--- config.mk ---
export PLATFORM = sky130hd
export DESIGN_NAME = controle_varredura
export DESIGN_NICKNAME = d
export VERILOG_FILES = /design/src/rtl/controle_varredura.sv
export SDC_FILE = /design/constraint.sdc
export NUM_CORES = 1
export LEC_CHECK = 0
export BUFFER_PORTS_ARGS = -buffer_cell sky130_fd_sc_hd__buf_2
export CORE_MARGIN = 3
export CORE_UTILIZATION = 50
export CTS_CLUSTER_DIAMETER = 60
export DETAILED_ROUTE_END_ITERATION = 10
export PLACE_DENSITY = 0.71
export SLEW_MARGIN = 10
export SYNTH_ARGS = -nofsm -noshare
export SYNTH_HDL_FRONTEND = slang
export SYNTH_SLANG_ARGS = --single-unit
--- constraint.sdc ---
create_clock -name clk -period 2.5 [get_ports clk]
set_input_delay 0.125 -clock clk [delete_from_list [all_inputs] [get_ports clk]]
set_output_delay 0.125 -clock clk [all_outputs]
set_load 0.005 [all_outputs]
--- src/rtl/controle_varredura.sv ---
// Scan controller for a two-digit 7-segment display: units/tens multiplexing with blanking gaps and a frame-aligned score update.
// Latency: first digit lit one cycle after habilita is sampled in IDLE; a new score shows at the next frame start (at most one frame + 1 cycle).
// Backpressure: none. atualiza is accepted every cycle (last strobe wins), and SUPRIME_ZERO_EN blanks a leading zero in the tens digit.
module controle_varredura #(
    parameter int DIVISOR = 50000,  // cycles each digit is lit
    parameter int BLANK   = 500     // cycles with all anodes off between digits
) (
    input  logic       clk,
    input  logic       reset,
    input  logic       habilita,
    input  logic [7:0] placar,
    input  logic       atualiza,
    output logic [7:0] N,
    output logic       escolha,
    output logic [1:0] anodo,
    output logic       quadro
);

    localparam int MAXV = (DIVISOR > BLANK) ? ((DIVISOR > 2) ? DIVISOR : 2)
                                            : ((BLANK   > 2) ? BLANK   : 2);
    localparam int CW   = $clog2(MAXV);

    // Last count value of a lit slot and of a blanking slot
    localparam logic [CW-1:0] LAST_D = CW'(DIVISOR - 1);
    localparam logic [CW-1:0] LAST_B = CW'(BLANK - 1);

    typedef enum logic [2:0] {
        IDLE,
        UNID,
        PAUSA_U,
        DEZ,
        PAUSA_D
    } estado_t;

    estado_t       r_estado;
    logic [CW-1:0] r_cnt;
    logic [7:0]    r_sombra;
    logic [7:0]    r_n;
    logic          r_escolha;
    logic [1:0]    r_anodo;
    logic          r_quadro;

    logic [7:0]    w_carga;
    logic [1:0]    w_anodo_dez;
    logic          w_fim_div;
    logic          w_fim_blk;

    // A strobe in the same cycle as a frame entry bypasses the shadow register
    assign w_carga   = atualiza ? placar : r_sombra;
    assign w_fim_div = (r_cnt == LAST_D);
    assign w_fim_blk = (r_cnt == LAST_B);

`ifdef SUPRIME_ZERO_EN
    // Leading zero in the tens digit keeps that anode dark; slot timing is unchanged
    assign w_anodo_dez = (r_n[7:4] == 4'h0) ? 2'b11 : 2'b01;
`else
    assign w_anodo_dez = 2'b01;
`endif

    // Shadow register: holds the most recent score until the next frame start
    always_ff @(posedge clk) begin
        if (reset) begin
            r_sombra <= 8'h00;
        end else if (atualiza) begin
            r_sombra <= placar;
        end
    end

    // Scan FSM with slot counter; all outputs registered alongside the state
    always_ff @(posedge clk) begin
        if (reset) begin
            r_estado  <= IDLE;
            r_cnt     <= '0;
            r_n       <= 8'h00;
            r_escolha <= 1'b0;
            r_anodo   <= 2'b11;
            r_quadro  <= 1'b0;
        end else if (!habilita) begin
            r_estado  <= IDLE;
            r_cnt     <= '0;
            r_escolha <= 1'b0;
            r_anodo   <= 2'b11;
            r_quadro  <= 1'b0;
        end else begin
            r_quadro <= 1'b0;
            case (r_estado)
                IDLE: begin
                    // Frame start: latch the display value and light units
                    r_estado  <= UNID;
                    r_cnt     <= '0;
                    r_n       <= w_carga;
                    r_escolha <= 1'b0;
                    r_anodo   <= 2'b10;
                    r_quadro  <= 1'b1;
                end
                UNID: begin
                    if (w_fim_div) begin
                        r_cnt <= '0;
                        if (BLANK > 0) begin
                            r_estado  <= PAUSA_U;
                            r_escolha <= 1'b0;
                            r_anodo   <= 2'b11;
                        end else begin
                            r_estado  <= DEZ;
                            r_escolha <= 1'b1;
                            r_anodo   <= w_anodo_dez;
                        end
                    end else begin
                        r_cnt <= r_cnt + CW'(1);
                    end
                end
                PAUSA_U: begin
                    if (w_fim_blk) begin
                        r_cnt     <= '0;
                        r_estado  <= DEZ;
                        r_escolha <= 1'b1;
                        r_anodo   <= w_anodo_dez;
                    end else begin
                        r_cnt <= r_cnt + CW'(1);
                    end
                end
                DEZ: begin
                    if (w_fim_div) begin
                        r_cnt <= '0;
                        if (BLANK > 0) begin
                            r_estado  <= PAUSA_D;
                            r_escolha <= 1'b1;
                            r_anodo   <= 2'b11;
                        end else begin
                            r_estado  <= UNID;
                            r_n       <= w_carga;
                            r_escolha <= 1'b0;
                            r_anodo   <= 2'b10;
                            r_quadro  <= 1'b1;
                        end
                    end else begin
                        r_cnt <= r_cnt + CW'(1);
                    end
                end
                PAUSA_D: begin
                    if (w_fim_blk) begin
                        r_cnt     <= '0;
                        r_estado  <= UNID;
                        r_n       <= w_carga;
                        r_escolha <= 1'b0;
                        r_anodo   <= 2'b10;
                        r_quadro  <= 1'b1;
                    end else begin
                        r_cnt <= r_cnt + CW'(1);
                    end
                end
                default: begin
                    r_estado  <= IDLE;
                    r_cnt     <= '0;
                    r_escolha <= 1'b0;
                    r_anodo   <= 2'b11;
                end
            endcase
        end
    end

    assign N       = r_n;
    assign escolha = r_escolha;
    assign anodo   = r_anodo;
    assign quadro  = r_quadro;

endmodule
==> reports/qor.log <==
[timing] peak clock frequency supported by timing 0.4727 GHz
[status] status completed
[global_route] global-route usage over all layers 0.1671
[logic_synthesis] share of synthesized cell area in full adder, half adder and majority cells 0.007413
[critical_path] Critical Path Sink Type flop
[finish] antenna cells 0
[cts] hold_buf cts 0
[logic_synthesis] count of state elements after synthesis 39
[timing] clock period minus worst slack 2.115 ns
[timing] setup_tns 0 ns
[cts] # H-tree levels 2
[place] RePlAce Congestion 0.7703
[timing] total count of hold-check failures in the final report 0
[critical_path] critical path arrival 2.36 ns
[global_route] via count of the first global-routing pass 1153
[floorplan] number of core rows 20
[power_and_ir_drop] Seq pwr share 0.560
[global_route] maximum number of pins on one net before global-route repair 29
[routing] vias per inst 5.155
[logic_synthesis] top post-synthesis cells by area sky130_fd_sc_hd__dfxtp_1, sky130_fd_sc_hd__mux2i_1, sky130_fd_sc_hd__nor2_1
[timing] Slew Limit Fails 0
[logic_synthesis] Syn Std Cell Area 1688 um^2
[timing] RSZ-0062 raised after global routing no
[power_and_ir_drop] Power Dens Cells 605.8 nW/um^2
[logic_synthesis] gate count of the mapped netlist 171
[power_and_ir_drop] relative contribution of the clock network to total power 0.380
[finish] ratio of cells with drive above 1 in the final layout 0.2615
[power_and_ir_drop] leakage power of the design 0.6911 nW
[logic_synthesis] fraction of the yosys area taken by sequential cells 0.4626
[critical_path] Worst EP required 2.75 ns
[finish] fillcell total 270
[hold_path] WHS Path Cells 3
[critical_path] reg2reg path depth 6
[floorplan] Die Area 4109 um^2
[global_route] initial antenna violation count 0
[logic_synthesis] post-synthesis average cell area 9.871 um^2
[finish] layout overhead on the synthesized area 13.05%
[finish] final core utilization 0.6100
[global_route] wire length of the first global-routing pass 5292 um
[floorplan] die extent in x 64.10 um
[routing] post-route antenna net violation count 0
[timing] final-layout worst hold slack 0.03251 ns
[place] post-DP HPWL 2126 um
[critical_path] path type of the worst setup path reg -> reg
[cts] buffers inserted during post-CTS setup optimization 0
[power_and_ir_drop] internal power consumption 0.9061 mW
[cts] CTS max path bufs 2
[routing] WL per Instance 12.68 um
[critical_path] maximum fanout along the worst path 16
[job] number of max-cap violations 0
[floorplan] core footprint 3128 um^2
[power_and_ir_drop] proportion of power drawn by combinational gates 0.061
[logic_synthesis] synthesized-area fraction occupied by xor and xnor cells 0.08821
[cts] post-cts gate resize count 0
[hold_path] class of the worst hold path in -> reg
[critical_path] kind of start point of the critical path flop
[routing] Residual DRC 0
[floorplan] effective utilization at floorplan 0.5396
[cts] number of clock sinks 39
[timing] Least-Margin Pin Slew 0.7882 ns
[routing] 1st-iter DRT viols 131
[routing] total vias in the final route 1232
[logic_synthesis] fraction of the mapped netlist area in simple logic gates 0.2824
[timing] headroom to the max-slew limit 0.4730
[routing] first drt pass iteration count 4
[logic_synthesis] syn_nets 184
[place] input/output buffers 23
[power_and_ir_drop] worst ir drop on vdd 0.3626 mV
[routing] Detailed Route WL 3031 um
[power_and_ir_drop] switching share of total power 0.2162
[timing] Fin Clk Skew 0.007796 ns
[logic_synthesis] Compound-Gate Fraction of Synth Area 0.07561
[floorplan] Chip Height 64.10 um
[finish] post-layout net count 207
[timing] final setup fails 0
[power_and_ir_drop] Switching Power 0.2500 mW
[logic_synthesis] post-synth top area share 0.4626
[cts] CTS buffer count 5
[logic_synthesis] mux share of post-synthesis cell area 0.05337
[logic_synthesis] warning count from the yosys run 0
[cts] clock transition at the registers of the reported paths 0.11 ns
[cts] clock latency on the worst-skew pair 0.35 ns
[cts] clock tree from TritonCTS yes
[floorplan] I/O pin count 24
[logic_synthesis] leading area contributor after synthesis sky130_fd_sc_hd__dfxtp_1
[timing] post-route clock period utilization 0.8461
[logic_synthesis] post-synth cell types 33
[logic_synthesis] dominant combinational cell family by area after synthesis simple AND/OR/NAND/NOR gates
[cts] master cell of the clock root buffer sky130_fd_sc_hd__clkbuf_4
[global_route] total global routing overflow 0
path summary, 6_finish.rpt:
path	start	endpoint	slack, ns
setup / recovery	r_cnt[4]$_SDFF_PP0_	r_cnt[14]$_SDFF_PP0_	0.38
hold / removal	placar[2]	r_sombra[2]$_SDFF_PP0_	0.03
setup reg to reg	r_cnt[4]$_SDFF_PP0_	r_cnt[14]$_SDFF_PP0_	0.38
hold reg to reg	escolha$_SDFFE_PP0P_	escolha$_SDFFE_PP0P_	0.48
Yosys cell counts (all sizes together):
library cell / instances
or4b: 1
nand2b: 1
and3: 2
or4: 3
o32a: 1
o31a: 1
nand3b: 9
a21oi: 2
o211ai: 2
nor3: 4
nand4: 4
nor4: 2
nand2: 11
or3: 2
inv: 2
mux2i: 9
ha: 1
nor2: 33
xor2: 8
buf: 3
dfxtp: 39
nor3b: 1
clkbuf: 5
nor2b: 2
o31ai: 8
xnor2: 9
nand3: 6
state kept, by name, indices dropped and copies added, names as in the netlist:
signal    count
escolha       1
anodo         2
r_estado      3
quadro        1
r_cnt        16
N             8
r_sombra      8
cell families after synthesis:
logic type               count (synthesis)
XOR/XNOR                                17
flip-flops                              39
multiplexers                             9
AO/OA/AOI/OAI                           14
adder cells (fa/ha/maj)                  1
buffers and inverters                   10
AND/OR/NAND/NOR                         81
power by group through the flow:
stage          logic, mW  registers [mW]  clock network [mW]
2_1_floorplan     0.0457           0.661                   0
3_3_place_gp      0.0676           0.660                   0
6_report          0.0700           0.647               0.439
3_5_place_dp      0.0705           0.661                   0
4_1_cts           0.0707           0.647               0.454
5_1_grt           0.0779           0.649               0.486
layer usage:
| layer | wire, um | track usage | vias up |
|---|---|---|---|
| met5 | 0 | 0 | - |
| met4 | 75 | 0.09499 | 0 |
| met3 | 147 | 0.04394 | 7 |
| met2 | 1398 | 0.2594 | 30 |
| met1 | 1409 | 0.2088 | 559 |
| li1 | - | - | 636 |
cells in the final DEF, fill, tap and decap left out, drive strengths merged:
cell,count
a21oi,2
and3,2
buf,24
bufinv,1
clkbuf,6
clkinv,1
dfxtp,39
ha,1
inv,2
mux2i,9
nand2,11
nand2b,1
nand3,6
nand3b,9
nand4,4
nor2,33
nor2b,2
nor3,4
nor3b,1
nor4,2
o211ai,2
o31a,1
o31ai,8
o32a,1
or3,2
or4,3
or4b,1
xnor2,9
xor2,8
worst max-delay path, cell delays in order (launching register included):
cell and delay [ns]:
sky130_fd_sc_hd__dfxtp_1 0.39, sky130_fd_sc_hd__or4b_4 0.59, sky130_fd_sc_hd__nor4_4 0.36, sky130_fd_sc_hd__nor3b_2 0.13, sky130_fd_sc_hd__o211ai_4 0.19, sky130_fd_sc_hd__buf_4 0.27
sky130_fd_sc_hd__nor2_1 0.08
stage by stage:
step	power [mW]	instance area, um^2	instances	setup WS, ns
floorplan	0.7066	1688	171	0.5764
global placement	0.7279	1822	231	0.4579
detailed placement	0.7316	1822	231	0.3942
CTS	1.172	1908	239	0.3448
global route	1.213	1908	239	0.2431
finish	1.156	1908	239	0.3847
layout make-up:
class	count	area, um^2	share of cell area
clock inverter	2	35.03	0.01836
timing repair buffer	24	122.6	0.06426
sequential	39	780.7	0.4092
inverter	2	7.507	0.003934
tap	44	55.05	0.02885
clock buffer	6	51.30	0.02689
multi-input combinational	122	855.8	0.4485
(Power assumes the default switching activity.)
